File: src/rtl/rv_wb_pkg.sv
// Shared types and constants for the writeback stage: data widths,
// RV32I load funct3 encodings and the writeback FSM state encoding.
package rv_wb_pkg;

    localparam int unsigned XLEN   = 32;
    localparam int unsigned REG_AW = 5;

    localparam logic [2:0] F3_LB  = 3'b000;
    localparam logic [2:0] F3_LH  = 3'b001;
    localparam logic [2:0] F3_LW  = 3'b010;
    localparam logic [2:0] F3_LBU = 3'b100;
    localparam logic [2:0] F3_LHU = 3'b101;

    typedef enum logic [1:0] {
        S_IDLE      = 2'd0,
        S_COMMIT    = 2'd1,
        S_WAIT_LOAD = 2'd2,
        S_LCOMMIT   = 2'd3
    } wb_state_t;

endpackage

File: src/rtl/wb_stage_load_extract.sv
// Load data extraction: selects byte/halfword from an aligned memory word
// by address offset and sign- or zero-extends according to funct3.
module load_extract
    import rv_wb_pkg::*;
(
    input  logic [2:0]      i_funct3,
    input  logic [1:0]      i_addr_lo,
    input  logic [XLEN-1:0] i_rdata,
    output logic [XLEN-1:0] o_data_c
);

    logic [7:0]  w_byte;
    logic [15:0] w_half;

    always_comb begin
        w_byte = i_rdata[7:0];
        case (i_addr_lo)
            2'd1:    w_byte = i_rdata[15:8];
            2'd2:    w_byte = i_rdata[23:16];
            2'd3:    w_byte = i_rdata[31:24];
            default: w_byte = i_rdata[7:0];
        endcase
        // halfword selection ignores addr_lo[0]
        w_half = i_addr_lo[1] ? i_rdata[31:16] : i_rdata[15:0];
    end

    always_comb begin
        o_data_c = i_rdata;
        case (i_funct3)
            F3_LB:   o_data_c = {{24{w_byte[7]}}, w_byte};
            F3_LH:   o_data_c = {{16{w_half[15]}}, w_half};
            F3_LW:   o_data_c = i_rdata;
            F3_LBU:  o_data_c = {24'd0, w_byte};
            F3_LHU:  o_data_c = {16'd0, w_half};
            default: o_data_c = i_rdata;
        endcase
    end

endmodule

File: src/rtl/wb_stage.sv
// Writeback stage: retires one instruction per cycle into the regfile write
// port, waiting on data-memory responses for loads. WB_FWD_EN adds forwarding/hazard outputs.
module wb_stage
    import rv_wb_pkg::*;
(
    input  logic              clk,
    input  logic              reset,
    input  logic              in_valid,
    output logic              in_ready,
    input  logic [REG_AW-1:0] in_rd,
    input  logic              in_reg_write,
    input  logic              in_is_load,
    input  logic [2:0]        in_funct3,
    input  logic [1:0]        in_addr_lo,
    input  logic [XLEN-1:0]   in_alu_result,
    input  logic              dmem_rvalid,
    input  logic [XLEN-1:0]   dmem_rdata,
    output logic              write_enable,
    output logic [REG_AW-1:0] w_addr,
    output logic [XLEN-1:0]   w_data,
    output logic [XLEN-1:0]   retire_count,
`ifdef WB_FWD_EN
    output logic              fwd_valid,
    output logic [REG_AW-1:0] fwd_rd,
    output logic [XLEN-1:0]   fwd_data,
    output logic              load_pending,
    output logic [REG_AW-1:0] pending_rd,
`endif
    output logic              busy
);

    wb_state_t         r_state;
    wb_state_t         w_next_state;

    logic [REG_AW-1:0] r_rd;
    logic              r_reg_write;
    logic [2:0]        r_funct3;
    logic [1:0]        r_addr_lo;

    logic              r_we;
    logic [REG_AW-1:0] r_w_addr;
    logic [XLEN-1:0]   r_w_data;
    logic [XLEN-1:0]   r_retire_count;

    logic              w_hold_en;
    logic              w_we_next;
    logic [REG_AW-1:0] w_addr_next;
    logic [XLEN-1:0]   w_data_next;
    logic              w_retire;
    logic [XLEN-1:0]   w_ext_data;

    load_extract u_load_extract (
        .i_funct3  (r_funct3),
        .i_addr_lo (r_addr_lo),
        .i_rdata   (dmem_rdata),
        .o_data_c  (w_ext_data)
    );

    always_ff @(posedge clk or posedge reset) begin
        if (reset) begin
            r_state <= S_IDLE;
        end else begin
            r_state <= w_next_state;
        end
    end

    // Next state plus next values of the registered write port.
    always_comb begin
        w_next_state = r_state;
        w_hold_en    = 1'b0;
        w_we_next    = 1'b0;
        w_addr_next  = r_w_addr;
        w_data_next  = r_w_data;
        case (r_state)
            S_WAIT_LOAD: begin
                if (dmem_rvalid) begin
                    w_next_state = S_LCOMMIT;
                    if (r_reg_write && (r_rd != '0)) begin
                        w_we_next   = 1'b1;
                        w_addr_next = r_rd;
                        w_data_next = w_ext_data;
                    end
                end
            end
            default: begin
                if (in_valid) begin
                    w_hold_en = 1'b1;
                    if (in_is_load) begin
                        w_next_state = S_WAIT_LOAD;
                    end else begin
                        w_next_state = S_COMMIT;
                        if (in_reg_write && (in_rd != '0)) begin
                            w_we_next   = 1'b1;
                            w_addr_next = in_rd;
                            w_data_next = in_alu_result;
                        end
                    end
                end else begin
                    w_next_state = S_IDLE;
                end
            end
        endcase
    end

    assign w_retire = (w_next_state == S_COMMIT) || (w_next_state == S_LCOMMIT);

    // Held instruction fields, needed while a load is outstanding.
    always_ff @(posedge clk or posedge reset) begin
        if (reset) begin
            r_rd        <= '0;
            r_reg_write <= 1'b0;
            r_funct3    <= '0;
            r_addr_lo   <= '0;
        end else if (w_hold_en) begin
            r_rd        <= in_rd;
            r_reg_write <= in_reg_write;
            r_funct3    <= in_funct3;
            r_addr_lo   <= in_addr_lo;
        end
    end

    always_ff @(posedge clk or posedge reset) begin
        if (reset) begin
            r_we           <= 1'b0;
            r_w_addr       <= '0;
            r_w_data       <= '0;
            r_retire_count <= '0;
        end else begin
            r_we     <= w_we_next;
            r_w_addr <= w_addr_next;
            r_w_data <= w_data_next;
            if (w_retire) begin
                r_retire_count <= r_retire_count + XLEN'(1);
            end
        end
    end

    assign in_ready     = (r_state != S_WAIT_LOAD);
    assign busy         = (r_state != S_IDLE);
    assign write_enable = r_we;
    assign w_addr       = r_w_addr;
    assign w_data       = r_w_data;
    assign retire_count = r_retire_count;

`ifdef WB_FWD_EN
    assign fwd_valid    = r_we;
    assign fwd_rd       = r_w_addr;
    assign fwd_data     = r_w_data;
    assign load_pending = (r_state == S_WAIT_LOAD);
    assign pending_rd   = (r_state == S_WAIT_LOAD) ? r_rd : '0;
`endif

endmodule

File: config.mk
export PLATFORM = sky130hd
export DESIGN_NAME = wb_stage
export DESIGN_NICKNAME = d
export VERILOG_FILES = /design/src/rtl/rv_wb_pkg.sv /design/src/rtl/wb_stage_load_extract.sv /design/src/rtl/wb_stage.sv
export SDC_FILE = /design/constraint.sdc
export NUM_CORES = 1
export LEC_CHECK = 0
export BUFFER_PORTS_ARGS = -buffer_cell sky130_fd_sc_hd__clkbuf_2
export CORE_UTILIZATION = 34
export DETAILED_ROUTE_END_ITERATION = 8
export MAX_ROUTING_LAYER = met4
export SYNTH_ARGS = -nofsm -noshare
export SYNTH_HDL_FRONTEND = slang
export SYNTH_SLANG_ARGS = --single-unit
File: constraint.sdc
create_clock -name clk -period 2.7 [get_ports clk]
set_input_delay 0.27 -clock clk [delete_from_list [all_inputs] [get_ports clk]]
set_output_delay 0.27 -clock clk [all_outputs]
set_load 0.01 [all_outputs]
==> run_results.csv, run 1 <==
group,metric,value,unit
clocking,cts_resized,0,
synthesis,synth_top_family_by_area,"compound AO/OA/AOI/OAI gates",
synthesis,syn_nets,533,
routing,avgViaCountPerCell,5.202,
sta,drv_slew,0,
place,place_congestion,0.9546,
routing,drtPass1Iterations,4,
synthesis,syn_avg_cell_area,9.608,µm²
layout,final_cell_mix,"clkbuf_2 (151), dfrtp_1 (83), nand2_1 (55)",
sta,finalSetupViolations,0,
grt,grt_max_degree,45,
worst_setup_path,path_cells,"nor2b_1 > buf_4 > a32oi_1 > nand3_2 > a21oi_1 > o41ai_1",
clocking,clockBufferDepth,2,
layout,n_fill_cell,1205,
synthesis,synth_top_area_cell,"dfrtp_1",
synthesis,ys_ff_latch,83,
place,hpwlAfterDp,9511,µm
routing,drt_iter0_drc,152,
floorplan,die_area,13230,µm²
sta,finClkSkew,0.006279,ns
clocking,clkLatencyLatePin,0.34,ns
power,finalPower,0.004735,W
synthesis,synth_seq_area_share,47.82,%
synthesis,synth_flop_cell,"dfrtp_1",
power,p_int,0.003017,W
synthesis,synth_edf_count,0,
sta,hold_violations,0,
routing,wl,12720,µm
place,io_buffer_count,151,
power,p_per_area,848.0,nW/µm²
worst_setup_path,crit_path_top_delay_cell,"dfrtp_1",
layout,finalNonFillerCells,772,
clocking,clock-sinks,83,
worst_setup_path,cp_data_arrival_time,2.42,ns
grt,grt_overflow,0,
power,combPwrFrac,33.5,%
clocking,ctsRootBufferMaster,"clkbuf_16",
synthesis,synth_mux_area_share,5.589,%
grt,antenna_found_initial,3,
sta,slew_headroom,27.14,%
worst_setup_path,slowest_delay,0.60,ns
sta,max_freq,450.9,MHz
routing,via_count,4016,
routing,wire_per_inst,16.47,µm
synthesis,synth_xor_area_share,6.252,%
layout,layout_commonest_cell,"clkbuf_2",
job,maxCapViolations,0,
synthesis,synthSimpleGateAreaFrac,17.40,%
power,p_leak,2.730,nW
sta,min_period_over_period,82.13,%
clocking,clkSlewWorstSetupHoldPaths,0.06,ns
layout,drive_above_1_share,33.94,%
layout,layout.nets,677,
synthesis,netlist_instances,452,
power,ir_drop,0.0003409,V
floorplan,start_util,35.56,%
outcome,outcome,"finished clean",
layout,layout-area-overhead-vs-synth,28.58,%
worst_setup_path,start_kind,"register",
worst_setup_path,crit_required,2.90,ns
grt,grt.total_usage,20.43,%
floorplan,core_area,12210,µm²
place,dp.cells,753,
floorplan,die_x,115.0,µm
synthesis,synth_compound_area_share,18.50,%
clocking,cts_tree,"done",
grt,first_global_vias,3900,
worst_setup_path,end_kind,"register",
power,clockPowerShare,26.0,%
hold_path,holdCritPathClass,"input port to asynchronous set/reset pin",
synthesis,synth_fa_ha_area_share,0.2881,%
grt,grt_pass1_wl,20020,µm
synthesis,yosysUniqueCellTypes,45,
sta,fin_setup_tns,0,ns
synthesis,synth_area_leaders,"dfrtp_1 (48%), a21oi_1 (6.2%), nand2_1 (4.8%), mux2_2 (3.6%), o41ai_1 (3.4%)",
clocking,hold_buffers,0,
worst_setup_path,worst-setup-path-type,"register to register",
sta,fin_crit,2.218,ns
routing,drc_errors,0,
synthesis,yosysWarnings,0,
synthesis,ys_async_sr_fraction,100.0,%
power,pwr-share-seq,40.4,%
worst_setup_path,critPathMaxFanout,19,
sta,grt_setup_unrepaired,"no",
clocking,post_cts_buffers,0,
synthesis,synth_area,4343,µm²
power,switching_share,36.28,%
synthesis,synth_top_cell_area_share,47.82,%
power,p_switching,0.001718,W
sta,worst_pin_slew,1.086,ns
clocking,h-tree-depth,3,
floorplan,die_y,115.0,µm
floorplan,ios,152,
routing,antenna_violating_nets_post_route,0,
clocking,numCtsBuffers,9,
floorplan,num_rows,40,
-- layout make-up --
class / count / area, µm² / area share, %
clock inverters: 5 / 52.55 / 0.9411
clock buffers: 11 / 242.7 / 4.347
repair buffers: 161 / 868.3 / 15.55
diodes: 3 / 7.507 / 0.1344
flip-flops and latches: 83 / 2077 / 37.19
multi-input cells: 334 / 2096 / 37.53
inverters: 7 / 30.03 / 0.5378
well taps: 168 / 210.2 / 3.764
-- kinds of logic after synthesis --
kind of cell	count (synthesis)
adder cells (fa/ha/maj)	1
multiplexers	22
buffers and inverters	35
XOR/XNOR	31
AND/OR/NAND/NOR	151
flip-flops	83
AO/OA/AOI/OAI	129
-- metrics by stage --
stage	utilization, %	worst slack [ns]	area [µm²]	hold slack, ns
after floorplan	-	0.2932	4343	0.3837
after global placement	43.25	0.5699	5281	0.4317
after detailed placement	43.25	0.4857	5281	0.4328
after CTS	45.67	0.4726	5577	0.05092
after global routing	45.73	0.3293	5584	0.09603
final	45.73	0.4824	5584	0.03194
-- metal layers --
layer  global-route usage [%]  wire [µm]
met3                    6.642       1091
met2                    33.17       6060
met5                        -          0
met1                    24.22       5404
met4                    5.801        161
-- worst max-delay path, delay by kind of cell (launching register included) --
| family | cells | cell delay (ns) |
|---|---|---|
| AO/OA/AOI/OAI | 3 | 0.66 |
| buffers and inverters | 1 | 0.18 |
| flip-flops | 1 | 0.60 |
| AND/OR/NAND/NOR | 2 | 0.63 |
-- Yosys cell counts (all sizes together) (8+ instances only) --
| cell | number |
|---|---|
| clkbuf | 13 |
| a211oi | 8 |
| buf | 15 |
| nor3 | 9 |
| nand2 | 55 |
| dfrtp | 83 |
| nand4 | 9 |
| nor2 | 33 |
| o21ai | 29 |
| xor2 | 15 |
| o41ai | 17 |
| nand3 | 16 |
| mux2 | 15 |
| nor2b | 11 |
| a21oi | 54 |
| xnor2 | 16 |
-- registers in the layout, summed over array words and instances, names as in the netlist --
register,cells
w_addr,5
write_enable,1
r_funct3,3
r_reg_write,1
r_rd,5
r_state,2
retire_count,32
r_addr_lo,2
w_data,32
-- worst paths after layout --
kind | start | to | slack (ns) | cells after the start
worst max-delay path | r_addr_lo[1] | w_data[15] | 0.48 | 6
worst min-delay path | reset | write_enable | 0.03 | 2
worst max register to register | r_addr_lo[1] | w_data[15] | 0.48 | 6
worst min register to register | retire_count[31] | retire_count[31] | 0.48 | 1
max in group asynchronous | reset | w_data[2] | 2.01 | 3
min in group clk | in_addr_lo[1] | r_addr_lo[1] | 0.16 | 2
-- power by group through the flow --
stage / Clock [W] / Combinational [W] / Sequential (W)
2_1_floorplan: 0 / 0.000847 / 0.00201
3_3_place_gp: 0 / 0.00155 / 0.00192
3_5_place_dp: 0 / 0.00160 / 0.00193
4_1_cts: 0.00128 / 0.00160 / 0.00191
5_1_grt: 0.00132 / 0.00177 / 0.00197
6_report: 0.00123 / 0.00159 / 0.00191
Power figures use the tool's default switching activity.
==> run 2: changes to the inputs <==
Clock period 2.7 ns to 1.95 ns, I/O delays scaled along.
==> run 2 against run 1 <==
Effect of this change: cell count grew 1.7%; clock skew is essentially flat; via count grew 2.0%; first-iteration DRC count grew 55%; global-route usage shrank 0.42 points; clock-buffer cell count is the same; critical path depth is the same; fmax grew 17%; highest routed layer unchanged; register-to-register slack lost 0.43 ns; combinational power grew 48%; core utilization grew 1.9 points; clock power grew 61%.
==> run_results.csv, run 2 (same netlist as run 1, synthesis figures left out) <==
group,metric,value,unit
outcome,outcome,"finished clean",
sta,max_freq,527.1,MHz
grt,grt.total_usage,20.01,%
job,maxCapViolations,0,
layout,layout.nets,692,
layout,final_cell_mix,"clkbuf_2 (151), dfrtp_1 (83), nand2_1 (55)",
sta,worst_pin_slew,0.6658,ns
sta,grt_setup_unrepaired,"yes",
floorplan,core_area,12210,µm²
clocking,cts_tree,"done",
routing,drt_iter0_drc,236,
worst_setup_path,critPathMaxFanout,29,
worst_setup_path,reg2reg_from,"r_rd[1]",
power,p_leak,2.853,nW
sta,drv_slew,0,
place,hpwlAfterDp,9423,µm
clocking,ctsRootBufferMaster,"clkbuf_16",
worst_setup_path,worst-setup-path-type,"register to register",
sta,finClkSkew,0.006685,ns
grt,antenna_found_initial,1,
clocking,clkSlewWorstSetupHoldPaths,0.06,ns
power,p_per_area,1197,nW/µm²
worst_setup_path,r2r_end,"w_data[30]",
worst_setup_path,r2r.worst_path.cells,6,
place,place_congestion,0.8684,
routing,avgViaCountPerCell,5.219,
worst_setup_path,cp_data_arrival_time,2.13,ns
power,ir_drop,0.0004630,V
layout,drive_above_1_share,36.20,%
place,io_buffer_count,151,
worst_setup_path,setup.worst_path.start,"r_rd[1]",
worst_setup_path,cp-endpoint,"w_data[30]",
clocking,clockBufferDepth,2,
hold_path,holdCritPathClass,"input port to register",
routing,antenna_violating_nets_post_route,0,
layout,fin_util,47.67,%
worst_setup_path,start_kind,"register",
clocking,clock-sinks,83,
floorplan,num_rows,40,
hold_path,hp-start,"in_addr_lo[1]",
grt,grt_pass1_wl,19700,µm
sta,worst_slack,0.05282,ns
hold_path,holdPathStages,2,
clocking,numCtsBuffers,9,
worst_setup_path,end_kind,"register",
routing,wl,13070,µm
sta,fin_crit,1.897,ns
sta,hold_violations,0,
place,dp.cells,765,
place,dpl_worst_slack,-0.01250,ns
floorplan,die_x,115.0,µm
grt,grt_overflow,0,
power,finalPower,0.006968,W
routing,wire_per_inst,16.65,µm
clocking,clkLatencyLatePin,0.34,ns
layout,layout_commonest_cell,"clkbuf_2",
floorplan,start_util,35.56,%
routing,via_count,4097,
routing,drc_errors,0,
worst_setup_path,crit_required,2.19,ns
layout,layout-area-overhead-vs-synth,34.05,%
grt,first_global_vias,3846,
layout,finalNonFillerCells,785,
layout,n_fill_cell,1209,
routing,drtPass1Iterations,7,
sta,slew_headroom,55.61,%
worst_setup_path,r2r_slack,0.05,ns
floorplan,die_area,13230,µm²
grt,grt_max_degree,60,
floorplan,ios,152,
sta,finalSetupViolations,0,
floorplan,die_y,115.0,µm
sta,min_period_over_period,97.29,%
clocking,h-tree-depth,3,
-- run 2: worst max-delay path, stage by stage, from the launching register on --
cell and delay, ns:
dfrtp_1 0.39, or3_1 0.36, o311a_1 0.33, o21ai_4 0.30, clkbuf_16 0.28, nand2_1 0.08, o41ai_1 0.05
-- run 2: stage by stage --
step,TNS [ns],instance area [µm²],hold WS [ns]
after floorplan,0,4347,0.3087
after global placement,0,5361,0.3349
after detailed placement,-0.01250,5361,0.3326
after CTS,0,5722,0.07204
after global routing,-0.04983,5822,0.07618
final,0,5822,0.08574
-- run 2: layer usage --
layer,vias to the layer above,GRT usage (%),wire [µm]
met3,16,5.640,945
met5,-,-,0
li1,1953,-,-
met2,175,31.65,6049
met1,1953,24.22,5843
met4,0,7.619,235
-- run 2: worst min-delay path by stage --
stage | end | slack [ns]
2_1_floorplan | r_state[1] | 0.31
3_3_place_gp | retire_count[12] | 0.33
3_5_place_dp | retire_count[12] | 0.33
4_1_cts | r_addr_lo[1] | 0.07
5_1_grt | r_addr_lo[1] | 0.08
6_report | r_addr_lo[1] | 0.09
-- run 2: area by class of cell --
type	count	area (µm²)	area share [%]
antenna	1	2.502	0.04298
clock buffer	11	242.7	4.169
clock inverter	5	100.1	1.719
inverter	7	32.53	0.5588
multi-input combinational	334	2143	36.82
sequential	83	2077	35.68
tap	168	210.2	3.611
timing repair buffer	176	1013	17.41
-- run 2: power breakdown --
part / switching (W) / internal [W] / total (W)
Sequential: 0.000401 / 0.00223 / 0.00263
Combinational: 0.00133 / 0.00103 / 0.00236
Clock: 0.000695 / 0.00128 / 0.00198
Total: 0.00243 / 0.00454 / 0.00697
-- run 2: repair_timing --
action / 4_1_cts / 5_1_grt
setup endpoints to repair: 1 / 20
hold buffers: 1 / 0
setup buffers: 0 / 0
hold endpoints to repair: 32 / 0
gates cloned: 0 / 2
resized for setup: 1 / 9
==> run 3: changes to the inputs <==
Settings changed: GPL_TIMING_DRIVEN set to 0.
==> run 3 against run 2 <==
Effect of this change: core utilization up 1.7 points; clock-buffer cell count fell by 1; non-clock buffer count increased by 20; power is 1.7% higher; fmax shrank 2.7%; flip-flop and latch count is the same; register-to-register slack got worse by 0.05 ns; combinational power up 8.5%; setup slack got worse by 0.052 ns; critical endpoint is now w_addr[1].
==> run_results.csv, run 3 (same netlist as run 1, synthesis figures left out) <==
group,metric,value,unit
outcome,outcome,"finished clean",
layout,n_fill_cell,1187,
worst_setup_path,slowest_delay,0.39,ns
sta,finClkSkew,0.01042,ns
routing,wire_per_inst,17.45,µm
clocking,numCtsBuffers,9,
grt,grt.total_usage,22.20,%
grt,antenna_found_initial,1,
grt,grt_pass1_wl,21540,µm
sta,grt_setup_unrepaired,"yes",
worst_setup_path,r2r_slack,0.001,ns
layout,layout-area-overhead-vs-synth,38.84,%
place,dp.cells,773,
routing,via_count,4268,
power,ir_drop,0.0005336,V
clocking,clock-sinks,83,
grt,grt_max_degree,35,
place,place_congestion,0.9102,
hold_path,min_to,"r_addr_lo[0]",
place,placed_area,5353,µm²
power,p_per_area,1175,nW/µm²
grt,grt_overflow,0,
routing,avgViaCountPerCell,5.302,
place,io_buffer_count,151,
floorplan,num_rows,40,
routing,wl,14040,µm
layout,regArea,2078,µm²
worst_setup_path,end_kind,"register",
clocking,clkSlewWorstSetupHoldPaths,0.07,ns
layout,layout_commonest_cell,"clkbuf_2",
routing,drtPass1Iterations,4,
clocking,clockBufferDepth,2,
sta,finalSetupViolations,0,
floorplan,die_area,13230,µm²
worst_setup_path,start_kind,"register",
layout,fin_area,6030,µm²
floorplan,ios,152,
sta,slew_headroom,63.51,%
layout,finalNonFillerCells,805,
clocking,clkLatencyLatePin,0.35,ns
layout,fin_util,49.38,%
clocking,cts_tree,"done",
grt,first_global_vias,4055,
place,hpwlAfterDp,10580,µm
power,p_leak,2.935,nW
power,finalPower,0.007086,W
worst_setup_path,cp_data_arrival_time,2.19,ns
clocking,h-tree-depth,3,
sta,min_period_over_period,99.95,%
sta,drv_slew,0,
clocking,ctsRootBufferMaster,"clkbuf_16",
floorplan,die_y,115.0,µm
worst_setup_path,reg2reg_from,"r_rd[3]",
routing,drt_iter0_drc,240,
worst_setup_path,timing.critical_path.mode_cell,"buf_8",
sta,hold_violations,0,
worst_setup_path,critPathMaxFanout,7,
floorplan,start_util,35.56,%
layout,layout.nets,712,
floorplan,die_x,115.0,µm
layout,final_cell_mix,"clkbuf_2 (159), dfrtp_1 (82), nand2_1 (54)",
worst_setup_path,r2r.worst_path.cells,7,
worst_setup_path,path_cells,"or3_4 > o311a_4 > o21ai_4 > buf_8 > buf_8 > a21oi_2 > a21o_1",
routing,antenna_violating_nets_post_route,0,
worst_setup_path,worst-setup-path-type,"register to register",
hold_path,holdCritPathClass,"input port to register",
layout,multiInputGateArea,2241,µm²
sta,worst_pin_slew,0.5474,ns
layout,drive_above_1_share,40.09,%
sta,max_freq,513.1,MHz
worst_setup_path,crit_path_top_delay_cell,"or3_4",
hold_path,hp-start,"in_addr_lo[0]",
hold_path,holdPathStages,2,
floorplan,core_area,12210,µm²
worst_setup_path,crit_required,2.19,ns
job,maxCapViolations,0,
routing,drc_errors,0,
sta,fin_crit,1.949,ns
worst_setup_path,r2r_end,"w_addr[1]",
-- run 3: metal layers --
metal	routed length, µm	global-route usage [%]
met2	6567	35.62
met3	990	4.692
met5	0	-
met4	487	9.524
met1	5999	27.01
-- run 3: per-stage QoR --
stage	hold WS, ns	setup slack (ns)	setup TNS, ns
3_5_place_dp	0.2494	-0.2420	-2.462
5_1_grt	0.07474	-0.03195	-0.1103
3_3_place_gp	0.4297	-0.1367	-0.8495
4_1_cts	0.07088	-0.02746	-0.02746
2_1_floorplan	0.3087	0.2216	0
6_report	0.07786	0.001018	0
-- run 3: layout make-up --
type	instances	share of cell area [%]
Sequential cell	83	34.47
Clock inverter	6	1.453
Multi-Input combinational cell	334	37.17
Buffer	28	3.424
Clock buffer	10	3.963
Antenna cell	1	0.04150
Inverter	7	0.6018
Tap cell	168	3.486
Timing Repair Buffer	168	15.40
-- run 3: repair_timing --
item / CTS / global route
setup endpoints to repair: 40 / 41
buffers inserted: 1 / 12
hold buffers: 1 / 0
pin swaps: 0 / 9
resized for setup: 17 / 34
endpoints found under the hold margin: 17 / 0
cloned: 0 / 1
-- run 3: how the worst max path moves through the flow --
stage	from	end	slack (ns)
2_1_floorplan	r_addr_lo[1]	w_data[16]	0.22
3_3_place_gp	r_funct3[1]	w_data[16]	-0.14
3_5_place_dp	r_funct3[1]	w_data[22]	-0.24
4_1_cts	r_funct3[1]	w_data[22]	-0.03
5_1_grt	r_rd[3]	w_addr[1]	-0.03
6_report	r_rd[3]	w_addr[1]	0.001
-- run 3: worst max-delay path: cells and delay by family (launching register included) --
kind | cells | cell delay, ns
buf+inv | 2 | 0.31
flops | 1 | 0.37
compound gates | 4 | 0.77
simple gates | 1 | 0.39
-- run 3: power breakdown --
group | switching (W) | internal, W
clock | 0.000720 | 0.00116
combinational | 0.00144 | 0.00112
sequential | 0.000420 | 0.00223
